[config.mk]
export PLATFORM = sky130hd
export DESIGN_NAME = alu_exec_unit
export DESIGN_NICKNAME = d
export VERILOG_FILES = /design/src/rtl/alu_pkg.sv /design/src/rtl/alu_muldiv_seq.sv /design/src/rtl/alu_exec_unit.sv
export SDC_FILE = /design/constraint.sdc
export NUM_CORES = 1
export LEC_CHECK = 0
export CAP_MARGIN = 20
export CELL_PAD_IN_SITES_DETAIL_PLACEMENT = 1
export CELL_PAD_IN_SITES_GLOBAL_PLACEMENT = 1
export CORE_MARGIN = 2
export CORE_UTILIZATION = 35
export CTS_CLUSTER_SIZE = 30
export DETAILED_ROUTE_END_ITERATION = 12
export GPL_TIMING_DRIVEN = 0
export HOLD_SLACK_MARGIN = 0.06
export PLACE_DENSITY = 0.68
export SLEW_MARGIN = 10
export SYNTH_ARGS = -nofsm -noshare
export SYNTH_HDL_FRONTEND = slang
export SYNTH_SLANG_ARGS = --single-unit
[constraint.sdc]
create_clock -name clk -period 5.8 [get_ports clk]
set_input_delay 1.16 -clock clk [delete_from_list [all_inputs] [get_ports clk]]
set_output_delay 1.16 -clock clk [all_outputs]
set_load 0.05 [all_outputs]
[src/rtl/alu_pkg.sv]
// Shared definitions for the EX-stage ALU execution unit.
//   - ALUOp encodings and MIPS funct codes
//   - internal 4-bit ALU control codes
//   - FSM state enum and operation classes
//   - decode_op(): maps ALUOp/func to an operation class and ALU control code
package alu_pkg;

  typedef enum logic [1:0] {
    ALUOP_ADD   = 2'b00,
    ALUOP_SUB   = 2'b01,
    ALUOP_RTYPE = 2'b10,
    ALUOP_SLT   = 2'b11
  } aluop_e;

  localparam logic [5:0] FUNC_ADD   = 6'b100000;
  localparam logic [5:0] FUNC_SUB   = 6'b100010;
  localparam logic [5:0] FUNC_AND   = 6'b100100;
  localparam logic [5:0] FUNC_OR    = 6'b100101;
  localparam logic [5:0] FUNC_SLT   = 6'b101010;
  localparam logic [5:0] FUNC_MULT  = 6'b011000;
  localparam logic [5:0] FUNC_MULTU = 6'b011001;
  localparam logic [5:0] FUNC_DIV   = 6'b011010;
  localparam logic [5:0] FUNC_DIVU  = 6'b011011;
  localparam logic [5:0] FUNC_MFHI  = 6'b010000;
  localparam logic [5:0] FUNC_MFLO  = 6'b010010;

  typedef enum logic [3:0] {
    ALUCTRL_AND = 4'b0000,
    ALUCTRL_OR  = 4'b0001,
    ALUCTRL_ADD = 4'b0010,
    ALUCTRL_SUB = 4'b0110,
    ALUCTRL_SLT = 4'b0111
  } aluctrl_e;

  typedef enum logic [2:0] {
    ST_IDLE,
    ST_MUL,
    ST_DIV,
    ST_FIX,
    ST_DONE
  } state_e;

  typedef enum logic [2:0] {
    CLS_ALU,
    CLS_MFHI,
    CLS_MFLO,
    CLS_MUL,
    CLS_DIV,
    CLS_ILLEGAL
  } op_class_e;

  typedef struct packed {
    op_class_e op_class;
    aluctrl_e  ctrl;
    logic      is_signed;
  } decode_t;

  // div_en = 0 folds DIV/DIVU into the illegal class so they complete in one cycle.
  function automatic decode_t decode_op(input logic [1:0] aluop,
                                        input logic [5:0] func,
                                        input logic       div_en);
    decode_t d;
    d.op_class  = CLS_ALU;
    d.ctrl      = ALUCTRL_ADD;
    d.is_signed = 1'b0;
    case (aluop)
      ALUOP_ADD: d.ctrl = ALUCTRL_ADD;
      ALUOP_SUB: d.ctrl = ALUCTRL_SUB;
      ALUOP_SLT: d.ctrl = ALUCTRL_SLT;
      default: begin
        case (func)
          FUNC_ADD:   d.ctrl = ALUCTRL_ADD;
          FUNC_SUB:   d.ctrl = ALUCTRL_SUB;
          FUNC_AND:   d.ctrl = ALUCTRL_AND;
          FUNC_OR:    d.ctrl = ALUCTRL_OR;
          FUNC_SLT:   d.ctrl = ALUCTRL_SLT;
          FUNC_MFHI:  d.op_class = CLS_MFHI;
          FUNC_MFLO:  d.op_class = CLS_MFLO;
          FUNC_MULT: begin
            d.op_class  = CLS_MUL;
            d.is_signed = 1'b1;
          end
          FUNC_MULTU: d.op_class = CLS_MUL;
          FUNC_DIV: begin
            d.op_class  = div_en ? CLS_DIV : CLS_ILLEGAL;
            d.is_signed = 1'b1;
          end
          FUNC_DIVU:  d.op_class = div_en ? CLS_DIV : CLS_ILLEGAL;
          default:    d.op_class = CLS_ILLEGAL;
        endcase
      end
    endcase
    return d;
  endfunction

endpackage

[src/rtl/alu_muldiv_seq.sv]
// Iterative multiply / divide datapath, one bit per cycle.
//   clk, rst        : clock, synchronous active-high reset
//   start           : load operands and begin DATA_W iterations
//   is_div          : (only with ALU_EXEC_DIVIDER_EN) divide instead of multiply
//   is_signed       : operands are two's complement
//   op_a, op_b      : dividend/multiplicand, divisor/multiplier
//   done            : high during the cycle that performs the last iteration
//   hi, lo          : sign-corrected result, valid once iterations are complete
// Macro ALU_EXEC_DIVIDER_EN includes the restoring divider; without it only
// multiplication is built.
module alu_muldiv_seq #(
  parameter int DATA_W = 32
) (
  input  logic              clk,
  input  logic              rst,
  input  logic              start,
`ifdef ALU_EXEC_DIVIDER_EN
  input  logic              is_div,
`endif
  input  logic              is_signed,
  input  logic [DATA_W-1:0] op_a,
  input  logic [DATA_W-1:0] op_b,
  output logic              done,
  output logic [DATA_W-1:0] hi,
  output logic [DATA_W-1:0] lo
);

  localparam int CNT_W = $clog2(DATA_W) + 1;

  logic [CNT_W-1:0]    cnt_reg;
  // acc: upper product half / partial remainder; mq: multiplier / quotient
  logic [DATA_W-1:0]   acc_reg;
  logic [DATA_W-1:0]   mq_reg;
  logic [DATA_W-1:0]   m_reg;
  logic                neg_q_reg;   // product or quotient must be negated
`ifdef ALU_EXEC_DIVIDER_EN
  logic                div_reg;
  logic                neg_r_reg;   // remainder takes the dividend's sign
  logic                bzero_reg;
  logic [DATA_W:0]     div_shift;
  logic [DATA_W-1:0]   div_diff;
  logic                div_fits;
`endif

  logic                a_neg;
  logic                b_neg;
  logic [DATA_W-1:0]   a_mag;
  logic [DATA_W-1:0]   b_mag;
  logic [DATA_W:0]     mul_sum;
  logic [2*DATA_W-1:0] prod;
  logic [2*DATA_W-1:0] prod_fix;

  always_comb begin
    a_neg   = is_signed & op_a[DATA_W-1];
    b_neg   = is_signed & op_b[DATA_W-1];
    a_mag   = a_neg ? -op_a : op_a;
    b_mag   = b_neg ? -op_b : op_b;
    mul_sum = {1'b0, acc_reg} + (mq_reg[0] ? {1'b0, m_reg} : '0);
`ifdef ALU_EXEC_DIVIDER_EN
    div_shift = {acc_reg, mq_reg[DATA_W-1]};
    div_fits  = (div_shift >= {1'b0, m_reg});
    // Only used when div_fits, where the true difference is below m_reg.
    div_diff  = div_shift[DATA_W-1:0] - m_reg;
`endif
  end

  always_ff @(posedge clk) begin
    if (rst) begin
      cnt_reg   <= '0;
      acc_reg   <= '0;
      mq_reg    <= '0;
      m_reg     <= '0;
      neg_q_reg <= 1'b0;
`ifdef ALU_EXEC_DIVIDER_EN
      div_reg   <= 1'b0;
      neg_r_reg <= 1'b0;
      bzero_reg <= 1'b0;
`endif
    end else if (start) begin
      cnt_reg   <= CNT_W'(DATA_W);
      acc_reg   <= '0;
      mq_reg    <= a_mag;
      m_reg     <= b_mag;
      neg_q_reg <= a_neg ^ b_neg;
`ifdef ALU_EXEC_DIVIDER_EN
      div_reg   <= is_div;
      neg_r_reg <= a_neg;
      bzero_reg <= (op_b == '0);
`endif
    end else if (cnt_reg != '0) begin
      cnt_reg <= cnt_reg - 1'b1;
`ifdef ALU_EXEC_DIVIDER_EN
      if (div_reg) begin
        // Restoring step: shift next dividend bit in, subtract if it fits.
        if (div_fits) begin
          acc_reg <= div_diff;
          mq_reg  <= {mq_reg[DATA_W-2:0], 1'b1};
        end else begin
          acc_reg <= div_shift[DATA_W-1:0];
          mq_reg  <= {mq_reg[DATA_W-2:0], 1'b0};
        end
      end else begin
        acc_reg <= mul_sum[DATA_W:1];
        mq_reg  <= {mul_sum[0], mq_reg[DATA_W-1:1]};
      end
`else
      // Shift-add: {carry,acc,mq} shifts right one bit per iteration.
      acc_reg <= mul_sum[DATA_W:1];
      mq_reg  <= {mul_sum[0], mq_reg[DATA_W-1:1]};
`endif
    end
  end

  always_comb begin
    prod     = {acc_reg, mq_reg};
    prod_fix = neg_q_reg ? -prod : prod;
    hi       = prod_fix[2*DATA_W-1:DATA_W];
    lo       = prod_fix[DATA_W-1:0];
`ifdef ALU_EXEC_DIVIDER_EN
    if (div_reg) begin
      lo = neg_q_reg ? -mq_reg : mq_reg;
      hi = neg_r_reg ? -acc_reg : acc_reg;
      // The sign-corrected remainder already equals op_a here; only the
      // quotient needs forcing to all ones.
      if (bzero_reg) lo = '1;
    end
`endif
  end

  assign done = (cnt_reg == CNT_W'(1));

endmodule

[src/rtl/alu_exec_unit.sv]
// EX-stage ALU execution unit: decodes ALUOp/func, executes single-cycle ops,
// and sequences iterative MULT/DIV into HI/LO.
//   clk, rst            : clock, synchronous active-high reset
//   in_valid / in_ready : request handshake
//   ALUOp, func         : operation select (func used when ALUOp == 2'b10)
//   op_a, op_b          : operands rs / rt
//   out_valid/out_ready : result handshake; result held while stalled
//   result, zero        : registered result and result==0 flag
//   illegal             : unsupported operation (qualified by out_valid)
// Macro ALU_EXEC_DIVIDER_EN enables DIV/DIVU; otherwise they report illegal.
module alu_exec_unit
  import alu_pkg::*;
#(
  parameter int DATA_W = 32
) (
  input  logic              clk,
  input  logic              rst,
  input  logic              in_valid,
  output logic              in_ready,
  input  logic [1:0]        ALUOp,
  input  logic [5:0]        func,
  input  logic [DATA_W-1:0] op_a,
  input  logic [DATA_W-1:0] op_b,
  output logic              out_valid,
  input  logic              out_ready,
  output logic [DATA_W-1:0] result,
  output logic              zero,
  output logic              illegal
);

`ifdef ALU_EXEC_DIVIDER_EN
  localparam logic DIV_EN = 1'b1;
`else
  localparam logic DIV_EN = 1'b0;
`endif

  state_e            state_reg, state_next;
  logic              out_valid_reg, out_valid_next;
  logic [DATA_W-1:0] result_reg, result_next;
  logic              zero_reg, zero_next;
  logic              illegal_reg, illegal_next;
  logic [DATA_W-1:0] hi_reg, hi_next;
  logic [DATA_W-1:0] lo_reg, lo_next;

  decode_t           dec;
  logic              accept;
  logic              seq_start;
  logic              seq_done;
  logic [DATA_W-1:0] seq_hi;
  logic [DATA_W-1:0] seq_lo;
  logic [DATA_W-1:0] alu_res;

  assign dec       = decode_op(ALUOp, func, DIV_EN);
  assign in_ready  = (state_reg == ST_IDLE) && (!out_valid_reg || out_ready);
  assign accept    = in_valid && in_ready;
  assign seq_start = accept && ((dec.op_class == CLS_MUL) || (dec.op_class == CLS_DIV));

  alu_muldiv_seq #(
    .DATA_W(DATA_W)
  ) u_muldiv (
    .clk      (clk),
    .rst      (rst),
    .start    (seq_start),
`ifdef ALU_EXEC_DIVIDER_EN
    .is_div   (dec.op_class == CLS_DIV),
`endif
    .is_signed(dec.is_signed),
    .op_a     (op_a),
    .op_b     (op_b),
    .done     (seq_done),
    .hi       (seq_hi),
    .lo       (seq_lo)
  );

  // Single-cycle result path; illegal ops fall through to zero.
  always_comb begin
    alu_res = '0;
    case (dec.op_class)
      CLS_ALU: begin
        case (dec.ctrl)
          ALUCTRL_AND: alu_res = op_a & op_b;
          ALUCTRL_OR:  alu_res = op_a | op_b;
          ALUCTRL_ADD: alu_res = op_a + op_b;
          ALUCTRL_SUB: alu_res = op_a - op_b;
          ALUCTRL_SLT: alu_res = {{(DATA_W-1){1'b0}}, ($signed(op_a) < $signed(op_b))};
          default:     alu_res = '0;
        endcase
      end
      CLS_MFHI: alu_res = hi_reg;
      CLS_MFLO: alu_res = lo_reg;
      default:  alu_res = '0;
    endcase
  end

  always_comb begin
    state_next     = state_reg;
    out_valid_next = out_valid_reg;
    result_next    = result_reg;
    zero_next      = zero_reg;
    illegal_next   = illegal_reg;
    hi_next        = hi_reg;
    lo_next        = lo_reg;
    case (state_reg)
      ST_IDLE: begin
        if (out_valid_reg && out_ready) out_valid_next = 1'b0;
        if (accept) begin
          case (dec.op_class)
            CLS_MUL: state_next = ST_MUL;
            CLS_DIV: state_next = ST_DIV;
            default: begin
              result_next    = alu_res;
              zero_next      = (alu_res == '0);
              illegal_next   = (dec.op_class == CLS_ILLEGAL);
              out_valid_next = 1'b1;
            end
          endcase
        end
      end
      ST_MUL, ST_DIV: begin
        if (seq_done) state_next = ST_FIX;
      end
      ST_FIX: begin
        // HI/LO change only here, so an abort by rst never leaves a partial write.
        hi_next        = seq_hi;
        lo_next        = seq_lo;
        result_next    = seq_lo;
        zero_next      = (seq_lo == '0);
        illegal_next   = 1'b0;
        out_valid_next = 1'b1;
        state_next     = ST_DONE;
      end
      ST_DONE: begin
        if (out_ready) begin
          out_valid_next = 1'b0;
          state_next     = ST_IDLE;
        end
      end
      default: state_next = ST_IDLE;
    endcase
  end

  always_ff @(posedge clk) begin
    if (rst) begin
      state_reg     <= ST_IDLE;
      out_valid_reg <= 1'b0;
      result_reg    <= '0;
      zero_reg      <= 1'b0;
      illegal_reg   <= 1'b0;
      hi_reg        <= '0;
      lo_reg        <= '0;
    end else begin
      state_reg     <= state_next;
      out_valid_reg <= out_valid_next;
      result_reg    <= result_next;
      zero_reg      <= zero_next;
      illegal_reg   <= illegal_next;
      hi_reg        <= hi_next;
      lo_reg        <= lo_next;
    end
  end

  assign out_valid = out_valid_reg;
  assign result    = result_reg;
  assign zero      = zero_reg;
  assign illegal   = illegal_reg;

endmodule

==> report_table.html, run 1 <==
<table>
<tr><th>Metric</th><th>Value</th></tr>
<tr><th colspan="2">Run status</th></tr>
<tr><td>Outcome</td><td>finished, violations left</td></tr>
<tr><td>Violated checks</td><td>setup timing</td></tr>
<tr><th colspan="2">Power</th></tr>
<tr><td>VDD IR-drop max</td><td>0.1691 mV</td></tr>
<tr><td>Switching part of the total power</td><td>0.4389</td></tr>
<tr><td>Proportion of power drawn by the clock network</td><td>0.289</td></tr>
<tr><td>Leakage power summed over all cells</td><td>7.711 nW</td></tr>
<tr><td>Pwr/cell area</td><td>254.7 nW/um^2</td></tr>
<tr><td>Total Power</td><td>5.272 mW</td></tr>
<tr><td>Net Switching</td><td>2.314 mW</td></tr>
<tr><td>Combinational share of power</td><td>0.407</td></tr>
<tr><td>Internal Power</td><td>2.958 mW</td></tr>
<tr><td>Relative contribution of sequential cells to total power</td><td>0.305</td></tr>
<tr><th colspan="2">Min path</th></tr>
<tr><td>Hold Path Class</td><td>flip-flop to flip-flop</td></tr>
<tr><td>WHS Path Cells</td><td>2</td></tr>
<tr><td>Startpoint of the worst hold path</td><td>result[15]$_SDFFE_PP0P_</td></tr>
<tr><td>End of the worst hold path</td><td>result[15]$_SDFFE_PP0P_</td></tr>
<tr><th colspan="2">Critical path</th></tr>
<tr><td>Data arrival time of the critical path</td><td>6310 ps</td></tr>
<tr><td>Cell family contributing the most delay on the critical path</td><td>simple AND/OR/NAND/NOR gates</td></tr>
<tr><td>CP max stage delay</td><td>710 ps</td></tr>
<tr><td>Reg2reg setup slack</td><td>760 ps</td></tr>
<tr><td>Worst path depth</td><td>16</td></tr>
<tr><td>Launch instance of the worst register-to-register path</td><td>state_reg[1]$_SDFFE_PP0P_</td></tr>
<tr><td>Most prevalent standard cell on the critical path</td><td>sky130_fd_sc_hd__or4_1</td></tr>
<tr><td>CP startpoint kind</td><td>primary input</td></tr>
<tr><td>Buffers &amp; Inverters on Critical Path</td><td>3</td></tr>
<tr><td>Path type of the worst setup path</td><td>primary input to flip-flop</td></tr>
<tr><td>CP Capture Type</td><td>flip-flop</td></tr>
<tr><td>Startpoint of the most critical setup path</td><td>op_b[13]</td></tr>
<tr><td>Register-to-Register Path Depth</td><td>12</td></tr>
<tr><td>Critical path data required time</td><td>6260 ps</td></tr>
<tr><td>Slowest cell on the critical path</td><td>sky130_fd_sc_hd__clkdlybuf4s50_1</td></tr>
<tr><td>Crit-path cells</td><td>clkdlybuf4s50_1 &gt; inv_1 &gt; ha_1 &gt; buf_1 &gt; nand2_1 &gt; or3_1 &gt; a311oi_1 &gt; nor2_1 &gt; xnor2_1 &gt; a21oi_1 &gt; o21ai_0 &gt; nor4b_1 &gt; nand3_1 &gt; or4_1 &gt; or4_1 &gt; o41ai_2</td></tr>
<tr><td>Worst R2R End</td><td>zero$_SDFFE_PP0P_</td></tr>
<tr><td>Worst-path fanout max</td><td>10</td></tr>
<tr><th colspan="2">Timing</th></tr>
<tr><td>Max Freq</td><td>171.0 MHz</td></tr>
<tr><td>PnR worst setup slack</td><td>-47.15 ps</td></tr>
<tr><td>Final hold violation count</td><td>0</td></tr>
<tr><td>Setup-failing EPs final</td><td>1</td></tr>
<tr><td>Max Clock Skew</td><td>35.65 ps</td></tr>
<tr><td>Share of the cycle needed by the critical path after routing</td><td>1.008</td></tr>
<tr><td>Remaining max-slew budget at the tightest pin</td><td>0.1690</td></tr>
<tr><td>Crit path time final</td><td>5847 ps</td></tr>
<tr><td>Pin slew with the least headroom to its limit</td><td>1235 ps</td></tr>
<tr><td>Setup repair after global routing missed its margin</td><td>yes</td></tr>
<tr><td>Slew Limit Fails</td><td>0</td></tr>
<tr><th colspan="2">Floorplan</th></tr>
<tr><td>Core Area</td><td>50270 sq um</td></tr>
<tr><td>Ports placed on the boundary</td><td>112</td></tr>
<tr><td>Total number of placement rows</td><td>82</td></tr>
<tr><td>Die Wd</td><td>230.1 microns</td></tr>
<tr><td>Chip Height</td><td>230.1 microns</td></tr>
<tr><td>Effective utilization at floorplan</td><td>0.3560</td></tr>
<tr><td>Die Outline Area</td><td>52960 sq um</td></tr>
<tr><th colspan="2">Placement</th></tr>
<tr><td>Number of input and output port buffers inserted</td><td>108</td></tr>
<tr><td>Placed cell areas</td><td>19860 sq um</td></tr>
<tr><td>Routability congestion estimate</td><td>1.000</td></tr>
<tr><td>Final HPWL DP</td><td>73210 microns</td></tr>
<tr><th colspan="2">Final layout</th></tr>
<tr><td>Layout Area Growth over Synthesis</td><td>15.64%</td></tr>
<tr><td>Number of fillers in the final layout</td><td>6304</td></tr>
<tr><td>Nets</td><td>2807</td></tr>
<tr><td>Fraction of layout cells with a size suffix above 1</td><td>0.03910</td></tr>
<tr><td>Final instance area</td><td>20700 sq um</td></tr>
<tr><th colspan="2">Detailed routing</th></tr>
<tr><td>DRC violation count after routing</td><td>0</td></tr>
<tr><td>Vias per cell</td><td>6.181</td></tr>
<tr><td>Post-route ant nets</td><td>0</td></tr>
<tr><td>Overall routed net length</td><td>89420 microns</td></tr>
<tr><td>Via count</td><td>20290</td></tr>
<tr><td>DR iter-0 viols</td><td>1865</td></tr>
<tr><td>Number of optimization iterations in the first detailed-route pass</td><td>6</td></tr>
<tr><td>Routed len/inst</td><td>27.24 microns</td></tr>
<tr><th colspan="2">Global route</th></tr>
<tr><td>Aggregate global-route resource usage</td><td>0.3263</td></tr>
<tr><td>Overflow after GRT</td><td>0</td></tr>
<tr><td>Via count of the first global-routing pass</td><td>20030</td></tr>
<tr><td>Pin count of the biggest net entering global routing</td><td>14</td></tr>
<tr><td>Antenna violations before repair</td><td>3</td></tr>
<tr><td>First-pass GRT wire length</td><td>131000 microns</td></tr>
<tr><th colspan="2">Clock tree</th></tr>
<tr><td>Number of buffers added by the clock tree synthesis step</td><td>24</td></tr>
<tr><td>Clock-pin transition on the worst setup and hold timing paths</td><td>60 ps</td></tr>
<tr><td>Count of H-tree levels built during CTS</td><td>1</td></tr>
<tr><td>CTS root buf</td><td>sky130_fd_sc_hd__clkbuf_16</td></tr>
<tr><td># hold bufs at CTS</td><td>0</td></tr>
<tr><td>CTS tree</td><td>built</td></tr>
<tr><td>Number of clock sinks</td><td>205</td></tr>
<tr><td>Clock Latency Late Sink</td><td>560 ps</td></tr>
<tr><td>Buffer depth of the longest clock path</td><td>3</td></tr>
<tr><th colspan="2">Yosys</th></tr>
<tr><td>Async set-or-reset flop fraction in the synthesized netlist</td><td>0</td></tr>
<tr><td>Flops &amp; latches, synth</td><td>205</td></tr>
<tr><td>Cell variety after synth</td><td>88</td></tr>
<tr><td>Average cell area after synthesis</td><td>7.299 sq um</td></tr>
<tr><td>Primary FF master, synth</td><td>sky130_fd_sc_hd__dfxtp_1</td></tr>
<tr><td>Gate Count Post-Synth</td><td>2452</td></tr>
<tr><td>Net count of the mapped netlist</td><td>2667</td></tr>
<tr><td>Post-Synthesis Cell Area</td><td>17900 sq um</td></tr>
<tr><td>Number of enable flip-flop cells after synthesis</td><td>0</td></tr>
<tr><td>Register area share after synthesis</td><td>0.2293</td></tr>
<tr><td>Total number of yosys warnings</td><td>0</td></tr>
<tr><th colspan="2">Run</th></tr>
<tr><td>Max-capacitance violation count</td><td>0</td></tr>
</table>
==> cell usage in the layout (no fill, tap or decap), types with 37 or more instances in the layout <==
master                            Yosys  routed
sky130_fd_sc_hd__clkbuf_1           136     139
sky130_fd_sc_hd__xor2_1              54      54
sky130_fd_sc_hd__ha_1               136     136
sky130_fd_sc_hd__nand2_1            285     285
sky130_fd_sc_hd__a211oi_1           114     112
sky130_fd_sc_hd__nor2_1             286     286
sky130_fd_sc_hd__o31ai_1             47      45
sky130_fd_sc_hd__clkdlybuf4s50_1      0     107
sky130_fd_sc_hd__dfxtp_1            205     205
sky130_fd_sc_hd__a21oi_1            179     179
sky130_fd_sc_hd__nor3_1              53      52
sky130_fd_sc_hd__a311oi_1            37      37
sky130_fd_sc_hd__o21ai_0            110     109
sky130_fd_sc_hd__inv_1              131     131
sky130_fd_sc_hd__xnor2_1            104     104
sky130_fd_sc_hd__and2_1              41      41
==> logic make-up (layout without fill, tap and decap cells) <==
logic type,after synthesis,count (layout),synth area share
and+or+nand+nor,886,886,0.2305
adders and majority gates,139,139,0.09843
buffers and inverters,287,444,0.06159
xor gates and xnor gates,158,158,0.07732
AOI/OAI and AO/OA,752,752,0.2887
DFF,205,205,0.2293
other,0,1,0
muxes,25,25,0.01419
==> power groups by stage <==
stage | clock [mW] | combinational, mW | sequential [mW]
2_1_floorplan | 0 | 1.18 | 1.68
3_3_place_gp | 0 | 2.01 | 1.63
3_5_place_dp | 0 | 2.07 | 1.64
4_1_cts | 1.53 | 2.08 | 1.60
5_1_grt | 1.58 | 2.29 | 1.62
6_report | 1.52 | 2.14 | 1.61
==> tightest hold or removal path, cell delays in order (launching register included) <==
cell	delay [ps]
sky130_fd_sc_hd__dfxtp_1	310
sky130_fd_sc_hd__nand2_1	50
sky130_fd_sc_hd__a21oi_1	50
==> per-stage QoR <==
stage               worst slack [ps]    util  hold slack (ps)  setup TNS, ps  std cells
floorplan                       1144       -            427.3              0       2452
global placement               -1085  0.3942            440.6         -12500       3232
detailed placement             -1167  0.3950            443.7          -7993       3237
CTS                            10.13  0.4112            452.4              0       3282
global route                  -163.0  0.4116            472.9         -163.0       3281
finish                        -47.15  0.4117            450.9         -47.15       3282
==> cells in the mapped netlist, drive strengths merged, types with 47 or more instances <==
library cell    n  area (sq um)
nor2          286          1074
ha            136          1702
a211oi        114         855.8
nand2         285          1070
dfxtp         205          4104
inv           131         491.7
xor2           54         473.0
xnor2         104         910.9
a21oi         179         895.9
o21ai         114         570.6
nor3           55         291.5
o31ai          47         352.8
clkbuf        136         510.5
==> per-layer routing <==
metal / GRT usage / routed length, microns / vias to the layer above
met3: 0.03807 / 6197 / 196
met4: 0.1431 / 4647 / 2
met1: 0.4505 / 39670 / 10070
li1: - / - / 9146
met2: 0.5097 / 38880 / 874
met5: 0 / 13 / -
==> worst max path at each step <==
stage,slack (ps),to
2_1_floorplan,1140,zero$_SDFFE_PP0P_
3_3_place_gp,-1080,zero$_SDFFE_PP0P_
3_5_place_dp,-1170,zero$_SDFFE_PP0P_
4_1_cts,10,zero$_SDFFE_PP0P_
5_1_grt,-160,zero$_SDFFE_PP0P_
6_report,-50,zero$_SDFFE_PP0P_
==> area by class of cell <==
cell class	instances	area, sq um	area share
Antenna cell	1	2.502	0.0001209
Buffer	155	611.8	0.02956
Clock buffer	34	668.1	0.03228
Clock inverter	9	96.34	0.004655
Inverter	131	491.7	0.02376
Multi-Input combinational cell	1960	12760	0.6165
Sequential cell	205	4104	0.1983
Tap cell	672	840.8	0.04063
Timing Repair Buffer	115	1122	0.05423
==> what timing repair did <==
action                                 4_1_cts  5_1_grt
buffers inserted                             2        0
setup endpoints to repair                    3        4
endpoints found under the hold margin        0        0
resized for setup                            9        8
pin swaps                                    3        0
(Power assumes the default switching activity.)
==> run 2: changes to the inputs <==
Settings changed: CTS_CLUSTER_DIAMETER from default to 50, GPL_ROUTABILITY_DRIVEN from default to 0.
==> report_table.html, run 2 (synthesis results as in run 1) <==
<table>
<tr><th>Metric</th><th>Value</th></tr>
<tr><th colspan="2">Run status</th></tr>
<tr><td>Outcome</td><td>finished, violations left (unchanged)</td></tr>
<tr><td>Violated checks</td><td>setup timing (unchanged)</td></tr>
<tr><th colspan="2">Final layout</th></tr>
<tr><td>Footprint of the multi-input gates</td><td>12780 sq um (was 12760 sq um)</td></tr>
<tr><td>FF/Latch Area</td><td>4104 sq um (unchanged)</td></tr>
<tr><td>Nets</td><td>2810 (was 2807)</td></tr>
<tr><td>Ant diodes</td><td>0 (was 1)</td></tr>
<tr><td>Post-Route Utilization</td><td>0.4177 (was 0.4117)</td></tr>
<tr><td>Most frequent cells in the layout</td><td>286 x sky130_fd_sc_hd__nor2_1, 284 x sky130_fd_sc_hd__nand2_1, 205 x sky130_fd_sc_hd__dfxtp_1 (was 286 x sky130_fd_sc_hd__nor2_1, 285 x sky130_fd_sc_hd__nand2_1, 205 x sky130_fd_sc_hd__dfxtp_1)</td></tr>
<tr><td>Layout Area Growth over Synthesis</td><td>17.33% (was 15.64%)</td></tr>
<tr><td>Leading cell type in the layout, fill and taps excluded</td><td>sky130_fd_sc_hd__nor2_1 (unchanged)</td></tr>
<tr><td>Fraction of layout cells with a size suffix above 1</td><td>0.04624 (was 0.03910)</td></tr>
<tr><td>Number of fillers in the final layout</td><td>6357 (was 6304)</td></tr>
<tr><td>Layout Cells excl Fill</td><td>3289 (was 3282)</td></tr>
<tr><th colspan="2">Clock tree</th></tr>
<tr><td>Count of H-tree levels built during CTS</td><td>1 (unchanged)</td></tr>
<tr><td>Clock-pin transition on the worst setup and hold timing paths</td><td>60 ps (about the same)</td></tr>
<tr><td>Buffer depth of the longest clock path</td><td>3 (unchanged)</td></tr>
<tr><td>CTS root buf</td><td>sky130_fd_sc_hd__clkbuf_16 (unchanged)</td></tr>
<tr><td>Number of buffers added by the clock tree synthesis step</td><td>28 (was 24)</td></tr>
<tr><td>Clock Latency Late Sink</td><td>580 ps (was 560 ps)</td></tr>
<tr><td>Number of clock sinks</td><td>205 (unchanged)</td></tr>
<tr><td>CTS tree</td><td>built (unchanged)</td></tr>
<tr><td># hold bufs at CTS</td><td>0 (unchanged)</td></tr>
<tr><th colspan="2">Critical path</th></tr>
<tr><td>CP Capture Type</td><td>flip-flop (unchanged)</td></tr>
<tr><td>CP startpoint kind</td><td>primary input (unchanged)</td></tr>
<tr><td>Launch instance of the worst register-to-register path</td><td>state_reg[1]$_SDFFE_PP0P_ (unchanged)</td></tr>
<tr><td>Most prevalent standard cell on the critical path</td><td>sky130_fd_sc_hd__or4_1 (unchanged)</td></tr>
<tr><td>Worst-path fanout max</td><td>10 (unchanged)</td></tr>
<tr><td>Cell family contributing the most delay on the critical path</td><td>simple AND/OR/NAND/NOR gates (unchanged)</td></tr>
<tr><td>Crit-path cells</td><td>clkdlybuf4s50_1 &gt; buf_4 &gt; and4bb_2 &gt; nand2_1 &gt; clkbuf_1 &gt; a211oi_1 &gt; a221o_1 &gt; a21oi_1 &gt; o211ai_1 &gt; nor4b_1 &gt; nand3_1 &gt; or4_1 &gt; or4_1 &gt; o41ai_2 (was clkdlybuf4s50_1 &gt; inv_1 &gt; ha_1 &gt; buf_1 &gt; nand2_1 &gt; or3_1 &gt; a311oi_1 &gt; nor2_1 &gt; xnor2_1 &gt; a21oi_1 &gt; o21ai_0 &gt; nor4b_1 &gt; nand3_1 &gt; or4_1 &gt; or4_1 &gt; o41ai_2)</td></tr>
<tr><td>Startpoint of the most critical setup path</td><td>ALUOp[0] (was op_b[13])</td></tr>
<tr><td>Path type of the worst setup path</td><td>primary input to flip-flop (unchanged)</td></tr>
<tr><td>Critical path data required time</td><td>6270 ps (was 6260 ps)</td></tr>
<tr><td>Slowest cell on the critical path</td><td>sky130_fd_sc_hd__clkbuf_1 (was sky130_fd_sc_hd__clkdlybuf4s50_1)</td></tr>
<tr><td>CP max stage delay</td><td>740 ps (was 710 ps)</td></tr>
<tr><td>Data arrival time of the critical path</td><td>6400 ps (was 6310 ps)</td></tr>
<tr><td>Buffers &amp; Inverters on Critical Path</td><td>3 (unchanged)</td></tr>
<tr><th colspan="2">Floorplan</th></tr>
<tr><td>Ports placed on the boundary</td><td>112 (unchanged)</td></tr>
<tr><td>Die Outline Area</td><td>52960 sq um (unchanged)</td></tr>
<tr><td>Total number of placement rows</td><td>82 (unchanged)</td></tr>
<tr><td>Die Wd</td><td>230.1 microns (unchanged)</td></tr>
<tr><td>Effective utilization at floorplan</td><td>0.3560 (unchanged)</td></tr>
<tr><td>Core Area</td><td>50270 sq um (unchanged)</td></tr>
<tr><td>Chip Height</td><td>230.1 microns (unchanged)</td></tr>
<tr><th colspan="2">Detailed routing</th></tr>
<tr><td>Post-route ant nets</td><td>0 (unchanged)</td></tr>
<tr><td>DR iter-0 viols</td><td>2039 (was 1865)</td></tr>
<tr><td>Routed len/inst</td><td>26.71 microns (was 27.24 microns)</td></tr>
<tr><td>Via count</td><td>20390 (was 20290)</td></tr>
<tr><td>Overall routed net length</td><td>87860 microns (was 89420 microns)</td></tr>
<tr><td>Number of optimization iterations in the first detailed-route pass</td><td>5 (was 6)</td></tr>
<tr><td>DRC violation count after routing</td><td>0 (unchanged)</td></tr>
<tr><td>Vias per cell</td><td>6.199 (was 6.181)</td></tr>
<tr><th colspan="2">Global route</th></tr>
<tr><td>Aggregate global-route resource usage</td><td>0.3217 (was 0.3263)</td></tr>
<tr><td>Via count of the first global-routing pass</td><td>20420 (was 20030)</td></tr>
<tr><td>Pin count of the biggest net entering global routing</td><td>14 (unchanged)</td></tr>
<tr><td>Overflow after GRT</td><td>0 (unchanged)</td></tr>
<tr><td>First-pass GRT wire length</td><td>130000 microns (was 131000 microns)</td></tr>
<tr><td>Antenna violations before repair</td><td>1 (was 3)</td></tr>
<tr><th colspan="2">Timing</th></tr>
<tr><td>Setup repair after global routing missed its margin</td><td>yes (unchanged)</td></tr>
<tr><td>PnR worst setup slack</td><td>-132.2 ps (was -47.15 ps)</td></tr>
<tr><td>Hold Worst Slack</td><td>452.4 ps (was 450.9 ps)</td></tr>
<tr><td>Setup-failing EPs final</td><td>1 (unchanged)</td></tr>
<tr><td>Final hold violation count</td><td>0 (unchanged)</td></tr>
<tr><td>Max Freq</td><td>168.6 MHz (was 171.0 MHz)</td></tr>
<tr><td>Pin slew with the least headroom to its limit</td><td>1087 ps (was 1235 ps)</td></tr>
<tr><td>Slew Limit Fails</td><td>0 (unchanged)</td></tr>
<tr><td>Max Clock Skew</td><td>27.23 ps (was 35.65 ps)</td></tr>
<tr><td>Remaining max-slew budget at the tightest pin</td><td>0.2752 (was 0.1690)</td></tr>
<tr><td>Share of the cycle needed by the critical path after routing</td><td>1.023 (was 1.008)</td></tr>
<tr><td>Crit path time final</td><td>5932 ps (was 5847 ps)</td></tr>
<tr><th colspan="2">Power</th></tr>
<tr><td>VDD IR-drop max</td><td>0.2117 mV (was 0.1691 mV)</td></tr>
<tr><td>Pwr/cell area</td><td>269.7 nW/um^2 (was 254.7 nW/um^2)</td></tr>
<tr><td>Leakage power summed over all cells</td><td>7.872 nW (was 7.711 nW)</td></tr>
<tr><td>Total Power</td><td>5.664 mW (was 5.272 mW)</td></tr>
<tr><th colspan="2">Run</th></tr>
<tr><td>Max-capacitance violation count</td><td>0 (unchanged)</td></tr>
<tr><th colspan="2">Min path</th></tr>
<tr><td>Startpoint of the worst hold path</td><td>result[10]$_SDFFE_PP0P_ (was result[15]$_SDFFE_PP0P_)</td></tr>
<tr><td>Hold Path Class</td><td>flip-flop to flip-flop (unchanged)</td></tr>
<tr><th colspan="2">Placement</th></tr>
<tr><td>Placed cells</td><td>3235 (was 3237)</td></tr>
<tr><td>Final HPWL DP</td><td>71950 microns (was 73210 microns)</td></tr>
<tr><td>Number of input and output port buffers inserted</td><td>108 (unchanged)</td></tr>
</table>
==> run 2: cell types whose count changed in the layout (fill, tap and decap cells not counted), moves of 3 or more <==
| cell | before | now |
|---|---|---|
| sky130_fd_sc_hd__clkbuf_1 | 139 | 132 |
| sky130_fd_sc_hd__clkbuf_16 | 24 | 29 |
| sky130_fd_sc_hd__bufinv_16 | 1 | 4 |
| sky130_fd_sc_hd__clkdlybuf4s50_1 | 107 | 104 |
| sky130_fd_sc_hd__dlymetal6s2s_1 | 0 | 3 |
| sky130_fd_sc_hd__inv_6 | 0 | 3 |
==> run 2: path summary, 6_finish.rpt <==
check                       endpoint  slack (ps)  depth (start not counted)
max                zero$_SDFFE_PP0P_        -130                         14
min          result[10]$_SDFFE_PP0P_         450                          2
max reg2reg        zero$_SDFFE_PP0P_         920                         12
min reg2reg  result[10]$_SDFFE_PP0P_         450                          2
==> run 2: cell type report <==
cell class | count | area share
tap | 672 | 0.04004
inverter | 131 | 0.02342
clock inverter | 17 | 0.01174
clock buffer | 35 | 0.03754
buffer | 155 | 0.02949
timing repair buffer | 114 | 0.05357
multi-input combinational | 1960 | 0.6088
sequential | 205 | 0.1954
==> run 2: timing repair <==
action / in CTS / in global routing
gates cloned: 0 / 0
setup endpoints to repair: 2 / 5
resized for setup: 12 / 15
buffers inserted: 0 / 1
pin swaps: 0 / 4
==> run 2: worst min-delay path, stage by stage (launching register included) <==
cell,delay [ps]
sky130_fd_sc_hd__dfxtp_1,310
sky130_fd_sc_hd__nand2_1,50
sky130_fd_sc_hd__a21oi_1,50
==> run 2: report_power, final <==
group | switching (mW) | internal (mW) | total (mW)
registers | 0.118 | 1.49 | 1.61
clock network | 0.764 | 1.16 | 1.93
logic | 1.51 | 0.613 | 2.13
==> run 2: per-stage QoR <==
| step | area, sq um | setup slack, ps | setup TNS (ps) |
|---|---|---|---|
| 6_report | 21000 | -132.2 | -132.2 |
| 5_1_grt | 21000 | -106.6 | -106.6 |
| 4_1_cts | 20950 | 20.75 | 0 |
| 3_5_place_dp | 19860 | -1020 | -7538 |
| 3_3_place_gp | 19820 | -976.9 | -16070 |
| 2_1_floorplan | 17900 | 1144 | 0 |
==> run 2: routing by layer <==
| layer | up-vias | wire (microns) | GRT usage |
|---|---|---|---|
| met5 | - | 0 | 0 |
| met4 | 0 | 5425 | 0.1663 |
| met3 | 227 | 6286 | 0.04812 |
| met2 | 878 | 37880 | 0.5002 |
| met1 | 10120 | 38270 | 0.4300 |
| li1 | 9164 | - | - |
==> run 3: changes to the inputs <==
Settings changed: MAX_ROUTING_LAYER from default to met4, SLEW_MARGIN 10 to default.
==> report_table.html, run 3 (synthesis results as in run 1) <==
<table>
<tr><th>Metric</th><th>Value</th></tr>
<tr><th colspan="2">Floorplan</th></tr>
<tr><td>Core Area</td><td>50270 sq um (unchanged)</td></tr>
<tr><td>Die Outline Area</td><td>52960 sq um (unchanged)</td></tr>
<tr><td>Total number of placement rows</td><td>82 (unchanged)</td></tr>
<tr><td>Effective utilization at floorplan</td><td>0.3560 (unchanged)</td></tr>
<tr><td>Die Wd</td><td>230.1 microns (unchanged)</td></tr>
<tr><td>Chip Height</td><td>230.1 microns (unchanged)</td></tr>
<tr><td>Ports placed on the boundary</td><td>112 (unchanged)</td></tr>
<tr><th colspan="2">Global route</th></tr>
<tr><td>Via count of the first global-routing pass</td><td>20310 (was 20420)</td></tr>
<tr><td>GRT met2 Usage</td><td>0.4927 (was 0.5002)</td></tr>
<tr><td>Aggregate global-route resource usage</td><td>0.3320 (was 0.3217)</td></tr>
<tr><td>Overflow after GRT</td><td>0 (unchanged)</td></tr>
<tr><td>Routing layer with the top usage in global route</td><td>met2 (unchanged)</td></tr>
<tr><td>Pin count of the biggest net entering global routing</td><td>22 (was 14)</td></tr>
<tr><td>Antenna violations before repair</td><td>3 (was 1)</td></tr>
<tr><td>Met1 Use GR</td><td>0.4346 (was 0.4300)</td></tr>
<tr><td>First-pass GRT wire length</td><td>130600 microns (was 130000 microns)</td></tr>
<tr><td>Met3 Track Usage GR</td><td>0.04688 (was 0.04812)</td></tr>
<tr><th colspan="2">Detailed routing</th></tr>
<tr><td>Vias per cell</td><td>6.216 (was 6.199)</td></tr>
<tr><td>Routed len/inst</td><td>26.80 microns (was 26.71 microns)</td></tr>
<tr><td>Overall routed net length</td><td>88160 microns (was 87860 microns)</td></tr>
<tr><td>Post-route ant nets</td><td>0 (unchanged)</td></tr>
<tr><td>DRC violation count after routing</td><td>0 (unchanged)</td></tr>
<tr><td>DR iter-0 viols</td><td>2108 (was 2039)</td></tr>
<tr><td>Via count</td><td>20440 (was 20390)</td></tr>
<tr><td>Number of optimization iterations in the first detailed-route pass</td><td>5 (unchanged)</td></tr>
<tr><th colspan="2">Power</th></tr>
<tr><td>Net Switching</td><td>2.467 mW (was 2.394 mW)</td></tr>
<tr><td>Leakage power summed over all cells</td><td>7.844 nW (was 7.872 nW)</td></tr>
<tr><td>Combinational share of power</td><td>0.382 (was 0.375)</td></tr>
<tr><td>Proportion of power drawn by the clock network</td><td>0.325 (was 0.340)</td></tr>
<tr><td>Total Power</td><td>5.508 mW (was 5.664 mW)</td></tr>
<tr><td>Pwr/cell area</td><td>263.4 nW/um^2 (was 269.7 nW/um^2)</td></tr>
<tr><td>Switching part of the total power</td><td>0.4479 (was 0.4227)</td></tr>
<tr><td>Internal Power</td><td>3.041 mW (was 3.270 mW)</td></tr>
<tr><td>VDD IR-drop max</td><td>0.1822 mV (was 0.2117 mV)</td></tr>
<tr><td>Relative contribution of sequential cells to total power</td><td>0.292 (was 0.285)</td></tr>
<tr><th colspan="2">Clock tree</th></tr>
<tr><td># hold bufs at CTS</td><td>0 (unchanged)</td></tr>
<tr><td>Number of clock sinks</td><td>205 (unchanged)</td></tr>
<tr><td>CTS root buf</td><td>sky130_fd_sc_hd__clkbuf_16 (unchanged)</td></tr>
<tr><td>CTS tree</td><td>built (unchanged)</td></tr>
<tr><td>Count of H-tree levels built during CTS</td><td>1 (unchanged)</td></tr>
<tr><td>Clock-pin transition on the worst setup and hold timing paths</td><td>90 ps (was 60 ps)</td></tr>
<tr><td>Clock Latency Late Sink</td><td>590 ps (was 580 ps)</td></tr>
<tr><td>Number of buffers added by the clock tree synthesis step</td><td>26 (was 28)</td></tr>
<tr><td>Buffer depth of the longest clock path</td><td>3 (unchanged)</td></tr>
<tr><th colspan="2">Timing</th></tr>
<tr><td>Remaining max-slew budget at the tightest pin</td><td>0.2278 (was 0.2752)</td></tr>
<tr><td>Hold Worst Slack</td><td>454.7 ps (was 452.4 ps)</td></tr>
<tr><td>Setup repair after global routing missed its margin</td><td>yes (unchanged)</td></tr>
<tr><td>Max Freq</td><td>173.8 MHz (was 168.6 MHz)</td></tr>
<tr><td>Final hold violation count</td><td>0 (unchanged)</td></tr>
<tr><td>Share of the cycle needed by the critical path after routing</td><td>0.9922 (was 1.023)</td></tr>
<tr><td>Crit path time final</td><td>5755 ps (was 5932 ps)</td></tr>
<tr><td>Setup TNS Final</td><td>0 ps (was -132.2 ps)</td></tr>
<tr><td>Setup-failing EPs final</td><td>0 (was 1)</td></tr>
<tr><td>Slew Limit Fails</td><td>0 (unchanged)</td></tr>
<tr><td>Pin slew with the least headroom to its limit</td><td>1148 ps (was 1087 ps)</td></tr>
<tr><td>PnR worst setup slack</td><td>45.45 ps (was -132.2 ps)</td></tr>
<tr><td>Max Clock Skew</td><td>46.69 ps (was 27.23 ps)</td></tr>
<tr><th colspan="2">Final layout</th></tr>
<tr><td>Post-Route Utilization</td><td>0.4161 (was 0.4177)</td></tr>
<tr><td>Leading cell type in the layout, fill and taps excluded</td><td>sky130_fd_sc_hd__nor2_1 (unchanged)</td></tr>
<tr><td>Final instance area</td><td>20920 sq um (was 21000 sq um)</td></tr>
<tr><td>FF/Latch Area</td><td>4104 sq um (unchanged)</td></tr>
<tr><td>Nets</td><td>2809 (was 2810)</td></tr>
<tr><td>Most frequent cells in the layout</td><td>286 x sky130_fd_sc_hd__nor2_1, 285 x sky130_fd_sc_hd__nand2_1, 205 x sky130_fd_sc_hd__dfxtp_1 (was 286 x sky130_fd_sc_hd__nor2_1, 284 x sky130_fd_sc_hd__nand2_1, 205 x sky130_fd_sc_hd__dfxtp_1)</td></tr>
<tr><td>Footprint of the multi-input gates</td><td>12780 sq um (about the same)</td></tr>
<tr><td>Number of fillers in the final layout</td><td>6350 (was 6357)</td></tr>
<tr><td>Layout Cells excl Fill</td><td>3289 (unchanged)</td></tr>
<tr><td>Fraction of layout cells with a size suffix above 1</td><td>0.04591 (was 0.04624)</td></tr>
<tr><td>Layout Area Growth over Synthesis</td><td>16.87% (was 17.33%)</td></tr>
<tr><th colspan="2">Critical path</th></tr>
<tr><td>Worst-path fanout max</td><td>10 (unchanged)</td></tr>
<tr><td>Register-to-Register Path Depth</td><td>12 (unchanged)</td></tr>
<tr><td>Data arrival time of the critical path</td><td>6250 ps (was 6400 ps)</td></tr>
<tr><td>CP startpoint kind</td><td>primary input (unchanged)</td></tr>
<tr><td>Path type of the worst setup path</td><td>primary input to flip-flop (unchanged)</td></tr>
<tr><td>Critical path data required time</td><td>6300 ps (was 6270 ps)</td></tr>
<tr><td>CP Capture Type</td><td>flip-flop (unchanged)</td></tr>
<tr><td>Reg2reg setup slack</td><td>900 ps (was 920 ps)</td></tr>
<tr><th colspan="2">Run</th></tr>
<tr><td>Max-capacitance violation count</td><td>0 (unchanged)</td></tr>
<tr><th colspan="2">Placement</th></tr>
<tr><td>Number of input and output port buffers inserted</td><td>108 (unchanged)</td></tr>
<tr><td>Place WS</td><td>-1110 ps (was -1020 ps)</td></tr>
<tr><td>Placed cells</td><td>3236 (was 3235)</td></tr>
<tr><td>Final HPWL DP</td><td>71820 microns (was 71950 microns)</td></tr>
<tr><td>Placed cell areas</td><td>19860 sq um (about the same)</td></tr>
<tr><th colspan="2">Min path</th></tr>
<tr><td>Hold Path Class</td><td>flip-flop to flip-flop (unchanged)</td></tr>
<tr><td>WHS Path Cells</td><td>2 (unchanged)</td></tr>
<tr><th colspan="2">Run status</th></tr>
<tr><td>Outcome</td><td>finished, final reports clean (was finished, violations left)</td></tr>
</table>
run 3: power by group through the flow:
| stage | clock [mW] | combinational, mW | sequential, mW |
|---|---|---|---|
| final | 1.79 | 2.11 | 1.61 |
| after global routing | 1.86 | 2.25 | 1.62 |
| after CTS | 1.81 | 2.05 | 1.61 |
| after detailed placement | 0 | 2.03 | 1.64 |
| after global placement | 0 | 1.98 | 1.63 |
| after floorplan | 0 | 1.18 | 1.68 |
run 3: what timing repair did:
action,CTS,global route
endpoints found under the setup margin,2,5
setup buffers,1,1
resized for setup,12,19
hold endpoints to repair,0,0
pin swaps,1,2
run 3: critical path, stage by stage:
cell	delay [ps]
sky130_fd_sc_hd__clkdlybuf4s50_1	660
sky130_fd_sc_hd__clkdlybuf4s15_1	770
sky130_fd_sc_hd__clkbuf_1	610
sky130_fd_sc_hd__mux2i_1	370
sky130_fd_sc_hd__o22ai_1	180
sky130_fd_sc_hd__o31ai_2	600
sky130_fd_sc_hd__o211ai_1	250
sky130_fd_sc_hd__nor4b_1	300
sky130_fd_sc_hd__nand3_1	110
sky130_fd_sc_hd__or4_1	430
sky130_fd_sc_hd__or4_1	550
sky130_fd_sc_hd__o41ai_2	240
run 3: worst paths after layout:
kind / from / end
hold reg to reg: result[10]$_SDFFE_PP0P_ / result[10]$_SDFFE_PP0P_
hold / removal: result[10]$_SDFFE_PP0P_ / result[10]$_SDFFE_PP0P_
setup / recovery: func[0] / zero$_SDFFE_PP0P_
setup reg to reg: state_reg[1]$_SDFFE_PP0P_ / zero$_SDFFE_PP0P_
run 3: cell type report:
type,count,area share
Buffer,155,0.02967
Clock inverter,22,0.01394
Antenna cell,3,0.0003589
Tap cell,672,0.04020
Sequential cell,205,0.1962
Multi-Input combinational cell,1960,0.6108
Inverter,131,0.02351
Timing Repair Buffer,115,0.05420
Clock buffer,26,0.03111
run 3: per-layer routing:
metal	vias up	routed length, microns
met4	0	5812
li1	9174	-
met5	-	0
met1	10060	38470
met2	955	37430
met3	258	6435
